## config.mk

```make
export PLATFORM = sky130hd
export DESIGN_NAME = seq_run_ctrl
export DESIGN_NICKNAME = d
export VERILOG_FILES = /design/src/rtl/seq_run_ctrl_pkg.sv /design/src/rtl/sat_counter.sv /design/src/rtl/seq_run_ctrl.sv
export SDC_FILE = /design/constraint.sdc
export NUM_CORES = 1
export LEC_CHECK = 0
export ABC_AREA = 1
export CAP_MARGIN = 40
export CORE_UTILIZATION = 54
export CTS_BUF_LIST = sky130_fd_sc_hd__clkbuf_8 sky130_fd_sc_hd__clkbuf_16
export DETAILED_ROUTE_END_ITERATION = 7
export PLACE_DENSITY_LB_ADDON = 0.05
export SLEW_MARGIN = 15
export SYNTH_ARGS = -nofsm -noshare
export SYNTH_HDL_FRONTEND = slang
export SYNTH_SLANG_ARGS = --single-unit
```

## constraint.sdc

```tcl
create_clock -name Clk -period 4.3 [get_ports Clk]
set_input_delay 1.29 -clock Clk [delete_from_list [all_inputs] [get_ports Clk]]
set_output_delay 1.29 -clock Clk [all_outputs]
set_load 0.01 [all_outputs]
```

## src/rtl/seq_run_ctrl_pkg.sv

```systemverilog
// Shared types and widths for the run-length detector: state encoding,
// threshold/counter widths and saturation limits.
package seq_run_ctrl_pkg;

  localparam int THR_W = 4;  // threshold holds 1..8
  localparam int RUN_W = 4;  // run length saturates at the threshold
  localparam int HIT_W = 8;  // hit counter saturates at 255

  localparam logic [1:0] STATE_IDLE = 2'd0;
  localparam logic [1:0] STATE_RUN0 = 2'd1;
  localparam logic [1:0] STATE_RUN1 = 2'd2;

  localparam logic [HIT_W-1:0] HIT_MAX = '1;

  typedef enum logic [1:0] {
    ST_IDLE = STATE_IDLE,
    ST_RUN0 = STATE_RUN0,
    ST_RUN1 = STATE_RUN1
  } run_state_e;

  // Threshold N encoded from the 3-bit configuration code (N = code + 1).
  function automatic logic [THR_W-1:0] len_from_code(input logic [2:0] code);
    return {1'b0, code} + THR_W'(1);
  endfunction

endpackage

```

## src/rtl/sat_counter.sv

```systemverilog
// Saturating up-counter with clear, restart-to-one and increment controls.
// Priority: reset > clear > restart > increment; holds once it reaches limit.
module sat_counter #(
  parameter int WIDTH = 8
) (
  input  logic             clk,
  input  logic             resetn,
  input  logic             clr,
  input  logic             restart,
  input  logic             inc,
  input  logic [WIDTH-1:0] limit,
  output logic [WIDTH-1:0] count
);

  logic [WIDTH-1:0] count_reg;
  logic [WIDTH-1:0] count_next;

  always_comb begin
    count_next = count_reg;
    if (clr) begin
      count_next = '0;
    end else if (restart) begin
      count_next = WIDTH'(1);
    end else if (inc && (count_reg < limit)) begin
      count_next = count_reg + WIDTH'(1);
    end
  end

  always_ff @(posedge clk) begin
    if (!resetn) begin
      count_reg <= '0;
    end else begin
      count_reg <= count_next;
    end
  end

  assign count = count_reg;

endmodule

```

## src/rtl/seq_run_ctrl.sv

```systemverilog
// Serial run-length detector: tracks the current run of equal bits on w,
// flags runs reaching a programmable length N and counts how many did.
module seq_run_ctrl
  import seq_run_ctrl_pkg::*;
#(
  parameter int DEFAULT_LEN = 4
) (
  input  logic             Clk,
  input  logic             Resetn,
  input  logic             w,
  input  logic             en,
  input  logic             cfg_load,
  input  logic [2:0]       cfg_len,
  input  logic             clr_hits,
  output logic             z,
  output logic             zval,
  output logic [RUN_W-1:0] run_cnt,
  output logic [HIT_W-1:0] hit_cnt,
  output logic [1:0]       state
);

  run_state_e       state_reg;
  run_state_e       state_next;
  logic [THR_W-1:0] threshold_reg;
  logic [RUN_W-1:0] run_cnt_q;
  logic             run_clr;
  logic             run_restart;
  logic             run_inc;
  logic             hit;

  always_ff @(posedge Clk) begin
    if (!Resetn) begin
      state_reg     <= ST_IDLE;
      threshold_reg <= THR_W'(DEFAULT_LEN);
    end else begin
      state_reg <= state_next;
      if (cfg_load) begin
        threshold_reg <= len_from_code(cfg_len);
      end
    end
  end

  // A run reaches N either by growing into it (run_cnt+1 == N) or, for N=1,
  // on the very first sample of a new run; saturated runs never re-count.
  always_comb begin
    state_next  = state_reg;
    run_clr     = 1'b0;
    run_restart = 1'b0;
    run_inc     = 1'b0;
    hit         = 1'b0;
    if (cfg_load) begin
      state_next = ST_IDLE;
      run_clr    = 1'b1;
    end else if (en) begin
      case (state_reg)
        ST_IDLE: begin
          state_next  = w ? ST_RUN1 : ST_RUN0;
          run_restart = 1'b1;
          hit         = (threshold_reg == THR_W'(1));
        end
        ST_RUN0: begin
          if (!w) begin
            run_inc = 1'b1;
            hit     = ((run_cnt_q + RUN_W'(1)) == threshold_reg);
          end else begin
            state_next  = ST_RUN1;
            run_restart = 1'b1;
            hit         = (threshold_reg == THR_W'(1));
          end
        end
        ST_RUN1: begin
          if (w) begin
            run_inc = 1'b1;
            hit     = ((run_cnt_q + RUN_W'(1)) == threshold_reg);
          end else begin
            state_next  = ST_RUN0;
            run_restart = 1'b1;
            hit         = (threshold_reg == THR_W'(1));
          end
        end
        default: begin
          state_next = ST_IDLE;
          run_clr    = 1'b1;
        end
      endcase
    end
  end

  sat_counter #(
    .WIDTH (RUN_W)
  ) u_run_cnt (
    .clk     (Clk),
    .resetn  (Resetn),
    .clr     (run_clr),
    .restart (run_restart),
    .inc     (run_inc),
    .limit   (threshold_reg),
    .count   (run_cnt_q)
  );

  sat_counter #(
    .WIDTH (HIT_W)
  ) u_hit_cnt (
    .clk     (Clk),
    .resetn  (Resetn),
    .clr     (clr_hits),
    .restart (1'b0),
    .inc     (hit),
    .limit   (HIT_MAX),
    .count   (hit_cnt)
  );

  assign run_cnt = run_cnt_q;
  assign state   = state_reg;
  assign zval    = (state_reg == ST_RUN1);
  assign z       = (state_reg != ST_IDLE) && (run_cnt_q == threshold_reg);

endmodule

```

Word level (Yosys, flattened, before mapping) --
Index checks and enable logic that the tools add are counted.
Storage, ports and cells: register bits 18, input port bits 9, output and inout port bits 16, word-level logic and storage cells 52
Operators by class: add/sub/neg operators 3, order comparisons 2, eq/ne operators 7, mux-type cells 22, bitwise operators 1, reductions and logical operators 12
Operators with widths (number):
- 1-bit 2-to-1 mux | 15
- 8-bit by 1-bit adder with 8-bit output, second input constant | 1
- 4-bit == test | 2
- 8-bit < comparator, second input constant | 1
- 2-bit 2-to-1 mux | 3
- 1-bit one-hot mux with 3 select lines | 2
- 2-bit one-hot mux with 3 select lines | 1
- 2-bit OR reduction | 3
- 3-bit OR reduction | 2
- 3-bit by 1-bit adder with 4-bit output, second input constant | 1
- 4-bit by 1-bit adder with 4-bit output, second input constant | 1
- 4-bit by 1-bit == test with 1-bit output, second input constant | 1
- 4-bit < comparator | 1
- 2-bit inequality test, second input constant | 2
- 2-bit nonzero test | 2
- 1-bit logical AND | 3
- 3-bit AND reduction | 1
- 2-bit by 1-bit == test with 1-bit output, second input constant | 1
- 2-bit == test, second input constant | 1
- 2-bit logical NOT | 1
- 1-bit one-hot mux with 2 select lines | 1
- 1-bit inverter | 1

Logic depth before layout (Yosys ltp) --
Gate-level depths: netlist of run 1.
depth in word-level cells 7, mapped depth 13

By module --
Synthesis of run 1 repeated with hierarchy kept, for this count alone.
Unflattened totals: cell total of the unflattened synthesis 216, area total of the unflattened synthesis 1470.2 sq um
Modules (own cells, without submodules):
- sat_counter at u_hit_cnt | times used 1, cells each 93, area an instance 656.9 sq um, seq. area each 160.2 sq um
- seq_run_ctrl | times used 1, cells each 78, area an instance 486.7 sq um, seq. area each 120.1 sq um
- sat_counter at u_run_cnt | times used 1, cells each 45, area an instance 326.6 sq um, seq. area each 80.1 sq um

Worst setup path before layout of run 1 --
No wires, ideal clock.
kind register to output, from register u_run_cnt.count_reg[0], in the netlist u_run_cnt.count[0], to output port z, arrival time 1.032 ns, required time 3.010 ns, path slack 1.978 ns, cell stages (with the launch flop) 4, cell sequence dfxtp_1 > inv_1 > ha_1 > o2111a_1
Between the ends: word-level cells in the longest chain between the ends 2
Ends and longest elaborated chain:
- start, declared | line sat_counter.sv:15 | logic [WIDTH-1:0] count_reg;
- start signal, assigned | line sat_counter.sv:33 | count_reg <= count_next;
- 4-bit == test | line seq_run_ctrl.sv:116 | assign z = (state_reg != ST_IDLE) && (run_cnt_q == threshold_reg);
- 1-bit logical AND | line seq_run_ctrl.sv:116
- end, declared | line seq_run_ctrl.sv:15 | output logic z,
Every way passes these cells.

Worst setup path in the final report of run 1 --
from register threshold_reg[3], to output port z
Between the ends: word-level cells in the longest chain between the ends 2
Ends and longest elaborated chain:
- start, declared | line seq_run_ctrl.sv:24 | logic [THR_W-1:0] threshold_reg;
- start signal, assigned | line seq_run_ctrl.sv:34 | threshold_reg <= THR_W'(DEFAULT_LEN);
- start signal, assigned | line seq_run_ctrl.sv:38 | threshold_reg <= len_from_code(cfg_len);
- 4-bit == test | line seq_run_ctrl.sv:116
- 1-bit logical AND | line seq_run_ctrl.sv:116
Every way passes these cells.

==> out/results.ini, run 1 <==
[placement]
dp.cells = 232
place_area_mm2 = 0.00146
gp_congestion = 0.845
portBuffers = 24
dp_slack_ps = 1420
place_hpwl_um = 2080

[clocking]
clock_latency_ps = 250
cts_resized = 0
clockRootBuffer = clkbuf_8
cts_tree = done
cts_made_buffers = 3
clockBufferDepth = 2
cts_sinks = 18
cts_hold_buf = 0
htreeDepth = 1
clk_pin_slew_ps = 70
cts_setup_buffers = 0

[critical_path]
timing.critical_path.required_ps = 3010
cp_max_fo = 4
cp-end-kind = primary output
start_kind = register
crit_type = register to primary output
cp.arrival_ps = 1880

[power]
vdd_drop_max_mv = 0.214
pwr_density_cell_mw_per_mm2 = 239
p_total_mw = 0.362
power.leakage_nw = 0.651

[yosys]
synth_area_per_cell_um2 = 6.61
synth_nets = 198
synth_area_mm2 = 0.00120
synth_cells = 182
ys_seq_area_frac = 0.300
yosys_warnings = 0
yosysUniqueCellTypes = 28
synth-seq-cells = 18

[routing]
detail-route-antenna-nets = 0
drt_pass1_iterations = 4
drt_iter0_drc = 30
postRouteWirelength_um = 2650
wl_per_cell_um = 11.2
vias = 1257
route.detailed.drc = 0
vias_per_cell = 5.33

[cells_and_area]
largest_reg_flops = 8
final_cell_mix = nand2_1, nor2_1, inv_1, clkdlybuf4s50_1, dfxtp_1
final_cells = 236
final_nets = 226
layout_commonest_cell = nand2_1
final_area_mm2 = 0.00151
drive_gt1_frac = 0.0861
utilization = 0.748
syn2layout_area_growth_pct = 25.7
diodes = 0

[sta]
period_share = 0.737
tns_ps = 0
clock_skew_ps = 1.18
fmax_ghz = 0.316
worst_slack_ps = 1130
final-setup-viol-count = 0
slew_viol_final = 0
hold_viol_final = 0
relSlewSlack = 0.638
fin_crit_ps = 3170
holdWs_ps = 537
worstMarginPinSlew_ps = 541
grt_setup_unrepaired = no

[die]
row_count = 16
die_w_um = 49.2
fp.coreArea_mm2 = 0.00202
die_area_mm2 = 0.00242
start_util = 0.595
fp.dieH_um = 49.2
ioPinCount = 25

[hold_path]
hp-class = register to register

[global_routing]
antenna_found_initial = 0
grt_pass1_vias = 1089
busiest_layer = met2
met1_usage = 0.319
grt_pass1_wl_um = 4580
grt_usage = 0.242
grt_max_degree = 15
use_met3 = 0.0498
groute.layer.met2.usage = 0.377
gr-total-overflow = 0

[outcome]
status = finished, final reports clean

[run]
maxCapViolations = 0

[cell families after synthesis]
family                   count (synthesis)  share of synthesized area
AND/OR/NAND/NOR                        101                      0.375
buffers and inverters                   28                      0.101
adder cells (fa/ha/maj)                  7                     0.0728
AO/OA/AOI/OAI                           26                      0.137
XOR/XNOR                                 2                     0.0146
flip-flops                              18                      0.300
[final cells by class]
type                    instances  area [um2]
flip-flops and latches         18         360
inverters                      27         101
clock buffers                   4        55.1
fillers                       165         510
multi-input cells             136         721
repair buffers                 24         240
well taps                      27        33.8
[final timing paths]
| kind | from | to | slack, ps | cells after the start |
|---|---|---|---|---|
| max | threshold_reg[3]$_SDFFE_PN0P_ | z | 1130 | 6 |
| min | u_hit_cnt.count[7]$_SDFFE_PP0P_ | u_hit_cnt.count[7]$_SDFFE_PP0P_ | 540 | 2 |
| max reg2reg | u_run_cnt.count[0]$_SDFFE_PP0P_ | u_hit_cnt.count[5]$_SDFFE_PP0P_ | 2540 | 12 |
| min reg2reg | u_hit_cnt.count[7]$_SDFFE_PP0P_ | u_hit_cnt.count[7]$_SDFFE_PP0P_ | 540 | 2 |
[metal layers]
layer	wire length, um	vias up
met2	1190	36
met5	0	-
met1	1290	573
li1	-	642
met3	129	6
met4	38	0
[power by group]
part           switching [mW]  internal [mW]
sequential            0.00448          0.171
clock                  0.0541         0.0812
combinational          0.0293         0.0222
[synth_stat cells]
cell type	n	share of area
or2_4	1	0.0073
a31oi_1	1	0.0052
buf_12	1	0.017
inv_1	25	0.078
nand2_4	1	0.0094
o21ai_0	7	0.029
o2111a_1	1	0.0094
a21oi_1	8	0.033
inv_2	2	0.0062
nand2_1	47	0.15
nor3_1	1	0.0042
nand4_1	5	0.026
nand3b_1	1	0.0062
a21o_1	1	0.0062
dfxtp_1	18	0.30
nor2_2	1	0.0052
xnor2_1	1	0.0073
nand3_2	2	0.017
a211oi_1	1	0.0062
xor2_1	1	0.0073
nor2_4	1	0.0094
ha_1	7	0.073
nand2_2	1	0.0052
o22ai_1	1	0.0052
a21oi_2	5	0.036
nor2_1	27	0.084
o211ai_1	1	0.0062
nand3_1	13	0.054
[worst max-delay path, cell delays in order, from the launching register on]
cell	delay, ps
dfxtp_1	340
inv_1	90
ha_1	300
nand2_1	50
inv_1	90
o2111a_1	200
clkdlybuf4s50_1	550
No activity file was read; power rests on OpenSTA's default activity.
==> inputs of run 2 (changes only) <==
--- a/config.mk
+++ b/config.mk
@@ -7,7 +7,7 @@
 export LEC_CHECK = 0
 export ABC_AREA = 1
 export CAP_MARGIN = 40
-export CORE_UTILIZATION = 54
+export CORE_UTILIZATION = 45
 export CTS_BUF_LIST = sky130_fd_sc_hd__clkbuf_8 sky130_fd_sc_hd__clkbuf_16
 export DETAILED_ROUTE_END_ITERATION = 7
 export PLACE_DENSITY_LB_ADDON = 0.05
==> constraint.sdc (replaced) <==
create_clock -name Clk -period 2.55 [get_ports Clk]
set_input_delay 0.765 -clock Clk [delete_from_list [all_inputs] [get_ports Clk]]
set_output_delay 0.765 -clock Clk [all_outputs]
set_load 0.01 [all_outputs]
==> run 2 against run 1 <==
Compared with the run above: worst setup slack worse by 930 ps; via count down 2.6%; register-to-register slack worse by 1800 ps; sequential share of layout area down 0.27 points; critical endpoint unchanged; largest power group unchanged.
==> out/results.ini, run 2 (synthesis results as in run 1) <==
[global_routing]
antenna_found_initial = 0  ; unchanged
grt_pass1_vias = 1106  ; +1.6%
grt_pass1_wl_um = 4460  ; -2.7%
grt_max_degree = 15  ; unchanged
gr-total-overflow = 0  ; unchanged
grt_usage = 0.211  ; -0.0309

[power]
pwr_density_cell_mw_per_mm2 = 409  ; +71%
power.leakage_nw = 0.667  ; +2.4%
vdd_drop_max_mv = 0.281  ; +31%

[clocking]
clock_latency_ps = 260  ; about the same
cts_tree = done
cts_hold_buf = 0  ; unchanged
cts_setup_buffers = 0  ; unchanged
cts_resized = 1  ; +1
clk_pin_slew_ps = 70  ; about the same
clockRootBuffer = clkbuf_8
clockBufferDepth = 2  ; unchanged
cts_sinks = 18  ; unchanged
cts_made_buffers = 3  ; unchanged
htreeDepth = 1  ; unchanged

[cells_and_area]
layout_commonest_cell = nand2_1
final_area_mm2 = 0.00153  ; +1.2%
diodes = 0  ; unchanged
syn2layout_area_growth_pct = 27.2
final_nets = 228  ; +0.88%
largest_reg_flops = 8  ; unchanged
fillCellCount = 246  ; +49%
drive_gt1_frac = 0.0948  ; +0.00866
final_cell_mix = nand2_1, nor2_1, inv_1, clkdlybuf4s50_1, dfxtp_1

[routing]
vias_per_cell = 5.08  ; -4.6%
detail-route-antenna-nets = 0  ; unchanged
vias = 1224  ; -2.6%
route.detailed.drc = 0  ; unchanged
drt_iter0_drc = 22  ; -27%
postRouteWirelength_um = 2670  ; +0.64%
wl_per_cell_um = 11.1  ; -1.4%
drt_pass1_iterations = 4  ; unchanged

[critical_path]
cp-end-kind = primary output
timing.critical_path.required_ps = 1790  ; -1220 ps
timing.rr.start = u_run_cnt.count[1]$_SDFFE_PP0P_
cp.arrival_ps = 1580  ; -300 ps
r2r_end = u_hit_cnt.count[5]$_SDFFE_PP0P_
startpoint = threshold_reg[3]$_SDFFE_PN0P_
crit_type = register to primary output
start_kind = register
r2r_setup_slack_ps = 750  ; -1790 ps
cp_max_fo = 4  ; unchanged
reg2regPathDepth = 14  ; +2
crit_path_end = z

[sta]
hold_viol_final = 0  ; unchanged
final-setup-viol-count = 0  ; unchanged
clock_skew_ps = 1.79  ; +0.613 ps
slew_viol_final = 0  ; unchanged
worstMarginPinSlew_ps = 504  ; -37.2 ps
grt_setup_unrepaired = no
period_share = 0.919
tns_ps = 0  ; unchanged
fin_crit_ps = 2340
fmax_ghz = 0.427
relSlewSlack = 0.663  ; +0.0249

[hold_path]
hp-class = register to register

[die]
ioPinCount = 25  ; unchanged
start_util = 0.481  ; -0.114
fp.coreArea_mm2 = 0.00250  ; +24%
die_w_um = 53.7  ; +9.2%
row_count = 18  ; +2
fp.dieH_um = 53.7  ; +9.2%
die_area_mm2 = 0.00288  ; +19%

[placement]
portBuffers = 24  ; unchanged
place_hpwl_um = 2050  ; -1.1%
gp_congestion = 0.835  ; -1.2%
place_area_mm2 = 0.00148  ; +1.3%

[outcome]
status = finished, final reports clean

[run]
maxCapViolations = 0  ; unchanged

==> run 2: changes by cell type in the layout (fill, tap and decap cells not counted), sizes merged <==
cell           delta
clkdlybuf4s50     -1
dlygate4sd2       +1
buf               +2
==> run 2: how the worst min path moves through the flow <==
stage	depth (start not counted)	start	to	slack, ps
finish	2	u_hit_cnt.count[1]$_SDFFE_PP0P_	u_hit_cnt.count[1]$_SDFFE_PP0P_	530
global route	2	state[1]$_SDFFE_PP0P_	state[1]$_SDFFE_PP0P_	570
CTS	2	u_hit_cnt.count[1]$_SDFFE_PP0P_	u_hit_cnt.count[1]$_SDFFE_PP0P_	530
detailed placement	2	u_hit_cnt.count[1]$_SDFFE_PP0P_	u_hit_cnt.count[1]$_SDFFE_PP0P_	520
global placement	2	u_hit_cnt.count[7]$_SDFFE_PP0P_	u_hit_cnt.count[7]$_SDFFE_PP0P_	510
floorplan	2	threshold_reg[1]$_SDFFE_PN0P_	threshold_reg[1]$_SDFFE_PN0P_	490
==> run 2: critical path, cell delays in order (launching register included) <==
cell and delay [ps]:
dfxtp_1 340, inv_1 90, ha_1 310, nand2_1 60, inv_1 90, o2111a_1 170
dlygate4sd2_1 260
==> run 2: final cells by class <==
cell class	instances	area, um2	share of cell area
well taps	30	37.5	0.0245
clock buffers	4	55.1	0.0360
repair buffers	26	254	0.166
multi-input cells	136	721	0.471
inverters	27	101	0.0663
flip-flops and latches	18	360	0.236
==> run 2: power by group <==
group | switching [mW] | internal [mW] | leakage [nW] | total (mW)
Sequential | 0.00626 | 0.287 | 0.146 | 0.294
Clock | 0.105 | 0.137 | 0.0288 | 0.243
Combinational | 0.0501 | 0.0384 | 0.492 | 0.0885
==> run 2: per-stage QoR <==
stage               worst slack [ps]  hold WS (ps)  std cells   util  power [mW]
floorplan                        753           490        182      -       0.353
global placement                 219           508        237  0.590       0.386
detailed placement               147           519        237  0.590       0.388
CTS                              220           534        241  0.612       0.630
global route                     133           568        241  0.612       0.645
finish                           207           529        241  0.612       0.625
==> run 2: metal layers <==
metal / vias to the layer above / global-route usage / part of all wire
li1: 647 / - / -
met1: 557 / 0.286 / 0.54
met2: 18 / 0.331 / 0.44
met3: 2 / 0.0282 / 0.019
met4: 0 / 0.0877 / 0.0071
met5: - / 0 / 0
==> inputs of run 3 (changes only) <==
--- a/config.mk
+++ b/config.mk
@@ -7,8 +7,10 @@
 export LEC_CHECK = 0
 export ABC_AREA = 1
 export CAP_MARGIN = 40
+export CORE_ASPECT_RATIO = 0.7
 export CORE_UTILIZATION = 45
 export CTS_BUF_LIST = sky130_fd_sc_hd__clkbuf_8 sky130_fd_sc_hd__clkbuf_16
+export CTS_CLUSTER_DIAMETER = 150
 export DETAILED_ROUTE_END_ITERATION = 7
 export PLACE_DENSITY_LB_ADDON = 0.05
 export SLEW_MARGIN = 15
==> run 3 against run 2 <==
Compared with the run above: worst setup slack better by 35 ps; cell count increased by 2.1%; highest routed layer unchanged; count of clock-buffer cells in the layout is the same; critical path type unchanged; non-clock buffer count increased by 1; clock power is 2% lower; first-iteration DRC count rose to 3.9 times the previous value; critical path depth did not move; fmax increased by 1.5%.
==> out/results.ini, run 3 (synthesis results as in run 1) <==
[outcome]
status = finished, final reports clean

[global_routing]
grt_pass1_wl_um = 4330  ; -2.9%
grt_pass1_vias = 983  ; -11%
grt_usage = 0.197  ; -0.0134
antenna_found_initial = 0  ; unchanged
grt_max_degree = 15  ; unchanged
gr-total-overflow = 0  ; unchanged

[critical_path]
cp.arrival_ps = 1540  ; -40 ps
cp-end-kind = primary output
timing.critical_path.required_ps = 1790  ; about the same
timing.rr.start = u_run_cnt.count[0]$_SDFFE_PP0P_
r2r_setup_slack_ps = 770  ; +20 ps
r2r_end = u_hit_cnt.count[5]$_SDFFE_PP0P_
reg2regPathDepth = 14  ; unchanged
crit_type = register to primary output
cp_max_fo = 4  ; unchanged
start_kind = register

[routing]
vias_per_cell = 5.00  ; -1.5%
drt_iter0_drc = 86  ; +290%
route.detailed.drc = 0  ; unchanged
wl_met2_um = 1040  ; -11%
detail-route-antenna-nets = 0  ; unchanged
top_layer_used = met4
postRouteWirelength_um = 2680  ; +0.30%
drt_pass1_iterations = 4  ; unchanged
met3WireLength_um = 182  ; +260%
vias = 1231  ; +0.57%
wl_per_cell_um = 10.9  ; -1.7%
wl_met1_um = 1450  ; +0.70%

[die]
fp.coreArea_mm2 = 0.00250  ; -0.15%
fp.dieH_um = 45.3  ; -16%
die_area_mm2 = 0.00289  ; +0.13%
start_util = 0.482  ; +0.000723
row_count = 15  ; -3
ioPinCount = 25  ; unchanged
die_w_um = 63.8  ; +19%

[sta]
relSlewSlack = 0.640  ; -0.0228
fin_crit_ps = 2310  ; -35.4 ps
final-setup-viol-count = 0  ; unchanged
period_share = 0.905  ; -0.0139
clock_skew_ps = 0.716  ; -1.07 ps
worstMarginPinSlew_ps = 538  ; +34.1 ps
grt_setup_unrepaired = no
fmax_ghz = 0.433  ; +1.5%
hold_viol_final = 0  ; unchanged
slew_viol_final = 0  ; unchanged
tns_ps = 0  ; unchanged

[cells_and_area]
syn2layout_area_growth_pct = 28.2
final_cells = 246  ; +2.1%
diodes = 0  ; unchanged
final_nets = 229  ; +0.44%
final_cell_mix = nand2_1, nor2_1, inv_1, clkdlybuf4s50_1, dfxtp_1
layout_commonest_cell = nand2_1
largest_reg_flops = 8  ; unchanged
drive_gt1_frac = 0.0991  ; +0.00427

[clocking]
cts_hold_buf = 0  ; unchanged
htreeDepth = 1  ; unchanged
clock_latency_ps = 250  ; about the same
clockRootBuffer = clkbuf_8
clockBufferDepth = 2  ; unchanged
cts_tree = done
cts_sinks = 18  ; unchanged
cts_made_buffers = 3  ; unchanged
clk_pin_slew_ps = 70  ; about the same

[placement]
dp.cells = 242  ; +2.1%
portBuffers = 24  ; unchanged
gp_congestion = 0.868  ; +3.9%
place_hpwl_um = 2140  ; +4.4%

[power]
vdd_drop_max_mv = 0.415  ; +48%
pwr_density_cell_mw_per_mm2 = 402  ; -1.5%
power.leakage_nw = 0.672  ; +0.72%

[hold_path]
worstHoldEndpoint = state[1]$_SDFFE_PP0P_
min_path_cells = 2  ; unchanged
hp-class = register to register
worstHoldStart = state[1]$_SDFFE_PP0P_

[run]
maxCapViolations = 0  ; unchanged

-- run 3: cell types whose count changed in the layout (fill, tap and decap cells not counted), sizes merged --
| cell | before | now |
|---|---|---|
| buf | 2 | 3 |
-- run 3: critical path: stages (launching register included) --
cell and delay (ps):
dfxtp_1 340, inv_1 80, ha_1 300, nand2_1 60, inv_1 80, o2111a_1 170
dlygate4sd2_1 260
-- run 3: where the power goes --
group,internal (mW),switching [mW],leakage (nW)
sequential,0.287,0.00604,0.146
combinational,0.0393,0.0508,0.497
clock,0.137,0.0993,0.0288
total,0.464,0.156,0.672
-- run 3: timing repair --
action,in CTS,in global routing
gates resized for setup,1,0
setup buffers,0,0
endpoints found under the setup margin,1,0
-- run 3: layout make-up --
type	instances	area, um2
Inverter	27	101
Multi-Input combinational cell	136	721
Sequential cell	18	360
Fill cell	230	955
Clock buffer	4	55.1
Timing Repair Buffer	27	262
Tap cell	34	42.5
-- run 3: metal layers --
metal | track usage | up-vias
li1 | - | 649
met4 | 0.0409 | 0
met2 | 0.281 | 37
met1 | 0.294 | 543
met3 | 0.0530 | 2
met5 | 0 | -
-- run 3: worst max-delay path by stage --
| stage | startpoint | to | cells past startpoint | slack, ps |
|---|---|---|---|---|
| 3_3_place_gp | threshold_reg[3]$_SDFFE_PN0P_ | z | 6 | 240 |
| 3_5_place_dp | w | u_hit_cnt.count[5]$_SDFFE_PP0P_ | 12 | 230 |
| 2_1_floorplan | u_run_cnt.count[0]$_SDFFE_PP0P_ | z | 3 | 750 |
| 4_1_cts | threshold_reg[3]$_SDFFE_PN0P_ | z | 6 | 230 |
| 5_1_grt | threshold_reg[3]$_SDFFE_PN0P_ | z | 6 | 140 |
| 6_report | threshold_reg[3]$_SDFFE_PN0P_ | z | 6 | 240 |
-- run 3: per-stage QoR --
step | power (mW) | worst slack [ps] | util | cell area, um2 | hold WS, ps
CTS | 0.626 | 227 | 0.618 | 1540 | 541
finish | 0.620 | 243 | 0.618 | 1540 | 535
detailed placement | 0.389 | 233 | 0.596 | 1490 | 529
global placement | 0.388 | 242 | 0.596 | 1490 | 517
global route | 0.650 | 141 | 0.618 | 1540 | 563
floorplan | 0.353 | 753 | - | 1200 | 490
==> patch 1 (flow settings as in run 2) <==
The package constant `HIT_W` goes from 8 to 10.
--- a/src/rtl/seq_run_ctrl_pkg.sv
+++ b/src/rtl/seq_run_ctrl_pkg.sv
@@ -5,5 +5,5 @@
   localparam int THR_W = 4;  // threshold holds 1..8
   localparam int RUN_W = 4;  // run length saturates at the threshold
-  localparam int HIT_W = 8;  // hit counter saturates at 255
+  localparam int HIT_W = 10;  // hit counter saturates at 255
 
   localparam logic [1:0] STATE_IDLE = 2'd0;
Interface: changed (resized hit_cnt); port bits go from 25 to 27. No check against the original RTL was run, so the function may have changed too.
==> patch 1 against run 2 <==
Total power increased by 2.5%. Hold slack worse by 0.022 ns. Global-route usage down 0.70 points. First-iteration DRC count grew 55%. Non-clock buffer count up 2. Worst setup slack improved by 0.052 ns. Sequential cell count rose by 2. Cell area increased by 3.3%. Routed wire length grew 4.1%. Area after synthesis is 2.3% higher. Maximum frequency grew 2.3%. Cell count is 0.41% lower. Synthesized cell count is 1.1% lower. Highest routed layer unchanged. Largest cell class unchanged.
==> patch 1: results (changes against run 2) <==
- Routed wire length on met3: 137 microns (+170%)
- Outcome: completed
- Post-detail-place hpwl: 2120 microns (+3.2%)
- Layout net count: 227 (-0.44%)
- Leading post-synthesis cells by cell area: dfxtp_1, nand2_1, nand3_1
- 1st-iter DRT viols: 34 (+55%)
- IO Port Bufs: 26 (+8.3%)
- WP data arrival: 1.53 ns (-0.05 ns)
- Global routing usage summed across all routing layers: 20.4% (-0.70 points)
- Pin count of the biggest net entering global routing: 13 (-2)
- Vias in the first global route: 1,034 (-6.5%)
- Max transition margin: 58.7% (-7.6 points)
- Post-synth net total: 196 (-1.0%)
- Global routing met3 resource utilization: 5.00% (+2.2 points)
- Post-synthesis mux area share: 0% (unchanged)
- R2r worst-path depth: 9 (-5)
- Met2 usage: 33.1% (about the same)
- GP Congestion: 0.778 (-6.9%)
- Placed instance area: 1520 sq um (+3.3%)
- Layout cell share with drive strength beyond 1: 7.14% (-2.3 points)
- Worst-path maximum fanout: 3 (-1)
- Arithmetic-cell share of the synthesized area counting full adders, half adders and majority gates: 7.12% (-0.16 points)
- Total detailed-routing wirelength: 2780 microns (+4.1%)
- Total vias in the final route: 1,256 (+2.6%)
- Wire length on met1: 1340 microns (-6.7%)
- Met2 wire len: 1290 microns (+11%)
- First-pass GRT wire length: 4310 microns (-3.4%)
- Maximum VDD drop: 0.000396 V (+41%)
- Fraction of the mapped netlist area in compound gates: 11.6% (-2.1 points)
- Cts bufs inserted: 3 (unchanged)
- Flip-flop count of the largest register, all copies and words added: 10 (+2)
- Count of cell types in the netlist: 23 (-18%)
- Sequential share of the synthesized area: 32.6% (+2.6 points)
- Cts repair resizes: 2 (+1)
- Static Leakage: 0.635 nW (-4.9%)
- Area share of xor/xnor cells in the synthesized design: 6.41% (+5.0 points)
- Largest clock skew in the final design: 0.00220 ns (+0.000406 ns)
- Met1 usage: 27.5% (-1.1 points)
- Post-synth top cells: nand2_1, nand3_1, dfxtp_1, a21oi_1, inv_1
## patch 1: changes by cell type after synthesis, moves of 2 or more
cell / run 2 / this run
xnor2_1: 1 / 4
a21oi_2: 5 / 0
nand3_1: 13 / 26
nand4_1: 5 / 2
nand2_2: 1 / 5
nand3_2: 2 / 0
o21ai_0: 7 / 5
dfxtp_1: 18 / 20
xor2_1: 1 / 5
a21oi_1: 8 / 19
nor2_1: 27 / 14
nand2_1: 47 / 41
inv_1: 25 / 19
## patch 1: stage by stage
step	setup slack, ns	hold slack [ns]	std cells	util [%]
3_3_place_gp	0.187	0.494	236	60.4
2_1_floorplan	0.735	0.454	180	-
5_1_grt	0.176	0.528	240	62.6
4_1_cts	0.252	0.509	240	62.6
6_report	0.259	0.508	240	62.6
3_5_place_dp	0.129	0.498	236	60.4
## patch 1: cell type report
cell class              count  area, sq um
flip-flops and latches     20          402
well taps                  30         37.5
fillers                   251          943
clock buffers               4         55.1
multi-input cells         137          732
inverters                  21         78.8
repair buffers             28          274
## patch 1: worst paths after layout
check | start | endpoint | slack [ns]
worst max-delay path | threshold_reg[3] | z | 0.26
worst min-delay path | u_hit_cnt.count[6] | u_hit_cnt.count[6] | 0.51
worst max register to register | u_hit_cnt.count[0] | u_hit_cnt.count[3] | 0.66
worst min register to register | u_hit_cnt.count[6] | u_hit_cnt.count[6] | 0.51
## patch 1: worst max-delay path: stages, from the launching register on
cell,delay (ns)
dfxtp_1,0.37
inv_1,0.10
ha_1,0.32
nand3_1,0.10
nor2_1,0.12
dlygate4sd2_1,0.27
## patch 1: power breakdown
group	switching (W)	internal (W)
Sequential	0.00000617	0.000318
Clock	0.000105	0.000137
Combinational	0.0000405	0.0000335
==> patch 2 (config.mk and constraints of run 2) <==
Without the edit above. Reset style: asynchronous (`Resetn` and `resetn`), changed in 2 clocked blocks.
--- a/src/rtl/sat_counter.sv
+++ b/src/rtl/sat_counter.sv
@@ -27,5 +27,5 @@
   end
 
-  always_ff @(posedge clk) begin
+  always_ff @(posedge clk or negedge resetn) begin
     if (!resetn) begin
       count_reg <= '0;
--- a/src/rtl/seq_run_ctrl.sv
+++ b/src/rtl/seq_run_ctrl.sv
@@ -29,5 +29,5 @@
   logic             hit;
 
-  always_ff @(posedge Clk) begin
+  always_ff @(posedge Clk or negedge Resetn) begin
     if (!Resetn) begin
       state_reg     <= ST_IDLE;
Function: differs if Resetn is asserted again (counterexample within 4 cycles, from zero or initial values and one cycle with Resetn low); with Resetn held inactive, the same outputs for 10 cycles.
==> patch 2 against run 2 <==
Synthesized cell count fell by 13%. Worst setup slack got worse by 0.086 ns. Count of clock-buffer cells in the layout did not move. Die area rose by 0.21%. First-iteration DRC count rose by 45%. Cell count fell by 6.2%. Hold slack improved by 0.0023 ns. Total power rose by 14%. Sequential cell count did not move. Area after synthesis rose by 0.21%. Clock skew rose by 0.0083 ns. Largest power group unchanged. Cell area rose by 5.4%. Routed wire length rose by 8.5%. Clock power fell by 2%. Largest cell class unchanged.
==> patch 2: results (changes against run 2) <==
- Post-synth net total: 174 (-12%)
- Layout filler cell count: 214 (-13%)
- 1st-iter DRT viols: 32 (+45%)
- HP Class: reg -> reg
- Endpoint of the worst hold path: u_hit_cnt.count[7]
- R2r worst-path depth: 12 (-2)
- R2r endpoint: u_hit_cnt.count[5]
- Slowest stage cell, crit path: dfstp_2
- Met2 usage: 35.6% (+2.5 points)
- Sequential share of the synthesized area: 37.5% (+7.5 points)
- Start point of the worst min-delay path: u_hit_cnt.count[7]
- Flop-to-flop setup slack: 0.76 ns
- Delay of the slowest cell on the worst path: 0.53 ns (+0.19 ns)
- Clock transition at the register clock pins on the worst setup and hold paths after CTS: 0.06 ns
- Worst-path maximum fanout: 2 (-2)
- Vias in the first global route: 1,103 (-0.27%)
- Pin count of the biggest net entering global routing: 19 (+4)
- Number of buffers added to fix hold violations after cts: 0 (unchanged)
- Layout net count: 213 (-6.6%)
- Maximum VDD drop: 0.000515 V (+83%)
- Share of async-settable or async-resettable flops after synthesis: 100% (+100 points)
- Global routing usage summed across all routing layers: 22.3% (+1.2 points)
- Layout cell share with drive strength beyond 1: 15.3% (+5.8 points)
- First-pass GRT wire length: 4660 microns (+4.5%)
- Delay-heaviest family, CP: flip-flops
- Net switching power: 0.000204 W (+26%)
- Number of buffers on the longest clock path: 2 (unchanged)
- Worst setup path start: threshold_reg[2]
- GP Congestion: 0.841 (+0.71%)
- Total vias in the final route: 1,171 (-4.3%)
- Static Leakage: 0.820 nW (+23%)
- Global routing met3 resource utilization: 5.08% (+2.3 points)
- Outcome: completed
- WP data arrival: 1.66 ns (+0.08 ns)
- Total detailed-routing wirelength: 2900 microns (+8.5%)
- Count of cell types in the netlist: 28 (unchanged)
- Largest clock skew in the final design: 0.0100 ns (+0.00826 ns)
- Leading post-synthesis cells by cell area: dfrtp_1, nand2_1, nand3_1
- Worst r2r src: u_run_cnt.count[1]
- Post-synth top cells: nand2_1, inv_1, nand3_1, dfrtp_1
- Post-detail-place hpwl: 2180 microns (+6.3%)
- Met1 usage: 30.8% (+2.2 points)
- Max transition margin: 68.9% (+2.6 points)
## patch 2: per-stage QoR
stage | cell area (sq um) | setup slack, ns | hold WS, ns | setup TNS, ns | instances
after CTS | 1620 | 0.0100 | 0.539 | 0 | 226
after global placement | 1560 | -0.109 | 0.517 | -0.109 | 222
final | 1610 | 0.121 | 0.531 | 0 | 226
after global routing | 1610 | 0.0171 | 0.573 | 0 | 226
after floorplan | 1200 | 0.294 | 0.469 | 0 | 158
after detailed placement | 1560 | -0.0695 | 0.525 | -0.0695 | 222
## patch 2: layout make-up
cell class                      instances  share of cell area [%]
Sequential cell                        18                    28.0
Inverter                               24                    5.67
Timing Repair Buffer                   35                    19.7
Multi-Input combinational cell        115                    40.8
Clock buffer                            4                    3.42
Tap cell                               30                    2.33
## patch 2: how the worst max path moves through the flow
stage,slack (ns),cells past startpoint,end
final,0.12,5,z
after global routing,0.02,5,z
after CTS,0.01,5,z
after detailed placement,-0.07,5,z
after global placement,-0.11,5,z
after floorplan,0.29,4,z
## patch 2: power by group through the flow
stage / registers [W] / clock network (W) / logic (W)
2_1_floorplan: 0.000318 / 0 / 0.0000808
3_3_place_gp: 0.000313 / 0 / 0.000162
3_5_place_dp: 0.000314 / 0 / 0.000166
4_1_cts: 0.000308 / 0.000244 / 0.000169
5_1_grt: 0.000310 / 0.000251 / 0.000187
6_report: 0.000308 / 0.000238 / 0.000168
## patch 2: logic make-up after synthesis
family	Yosys count	share of synthesized area [%]
and+or+nand+nor	86	34.0
DFF	18	37.5
adders and majority gates	7	7.27
buffers and inverters	25	7.99
AOI/OAI and AO/OA	15	8.20
xor gates and xnor gates	7	5.09
## patch 2: routing by layer
| layer | wire length [microns] | up-vias | share of wire (%) |
|---|---|---|---|
| li1 | - | 601 | - |
| met1 | 1460 | 539 | 50 |
| met2 | 1310 | 29 | 45 |
| met3 | 110 | 2 | 3.8 |
| met4 | 10 | 0 | 0.35 |
| met5 | 0 | - | 0 |
## patch 2: tightest hold or removal path, stage by stage (launching register included)
cell     delay, ns
dfrtp_1       0.36
nand3_1       0.08
nand2_1       0.06
## patch 2: what timing repair did
action                     4_1_cts  5_1_grt
setup endpoints to repair        1        1
buffers inserted                 0        0
gates resized for setup          4        1
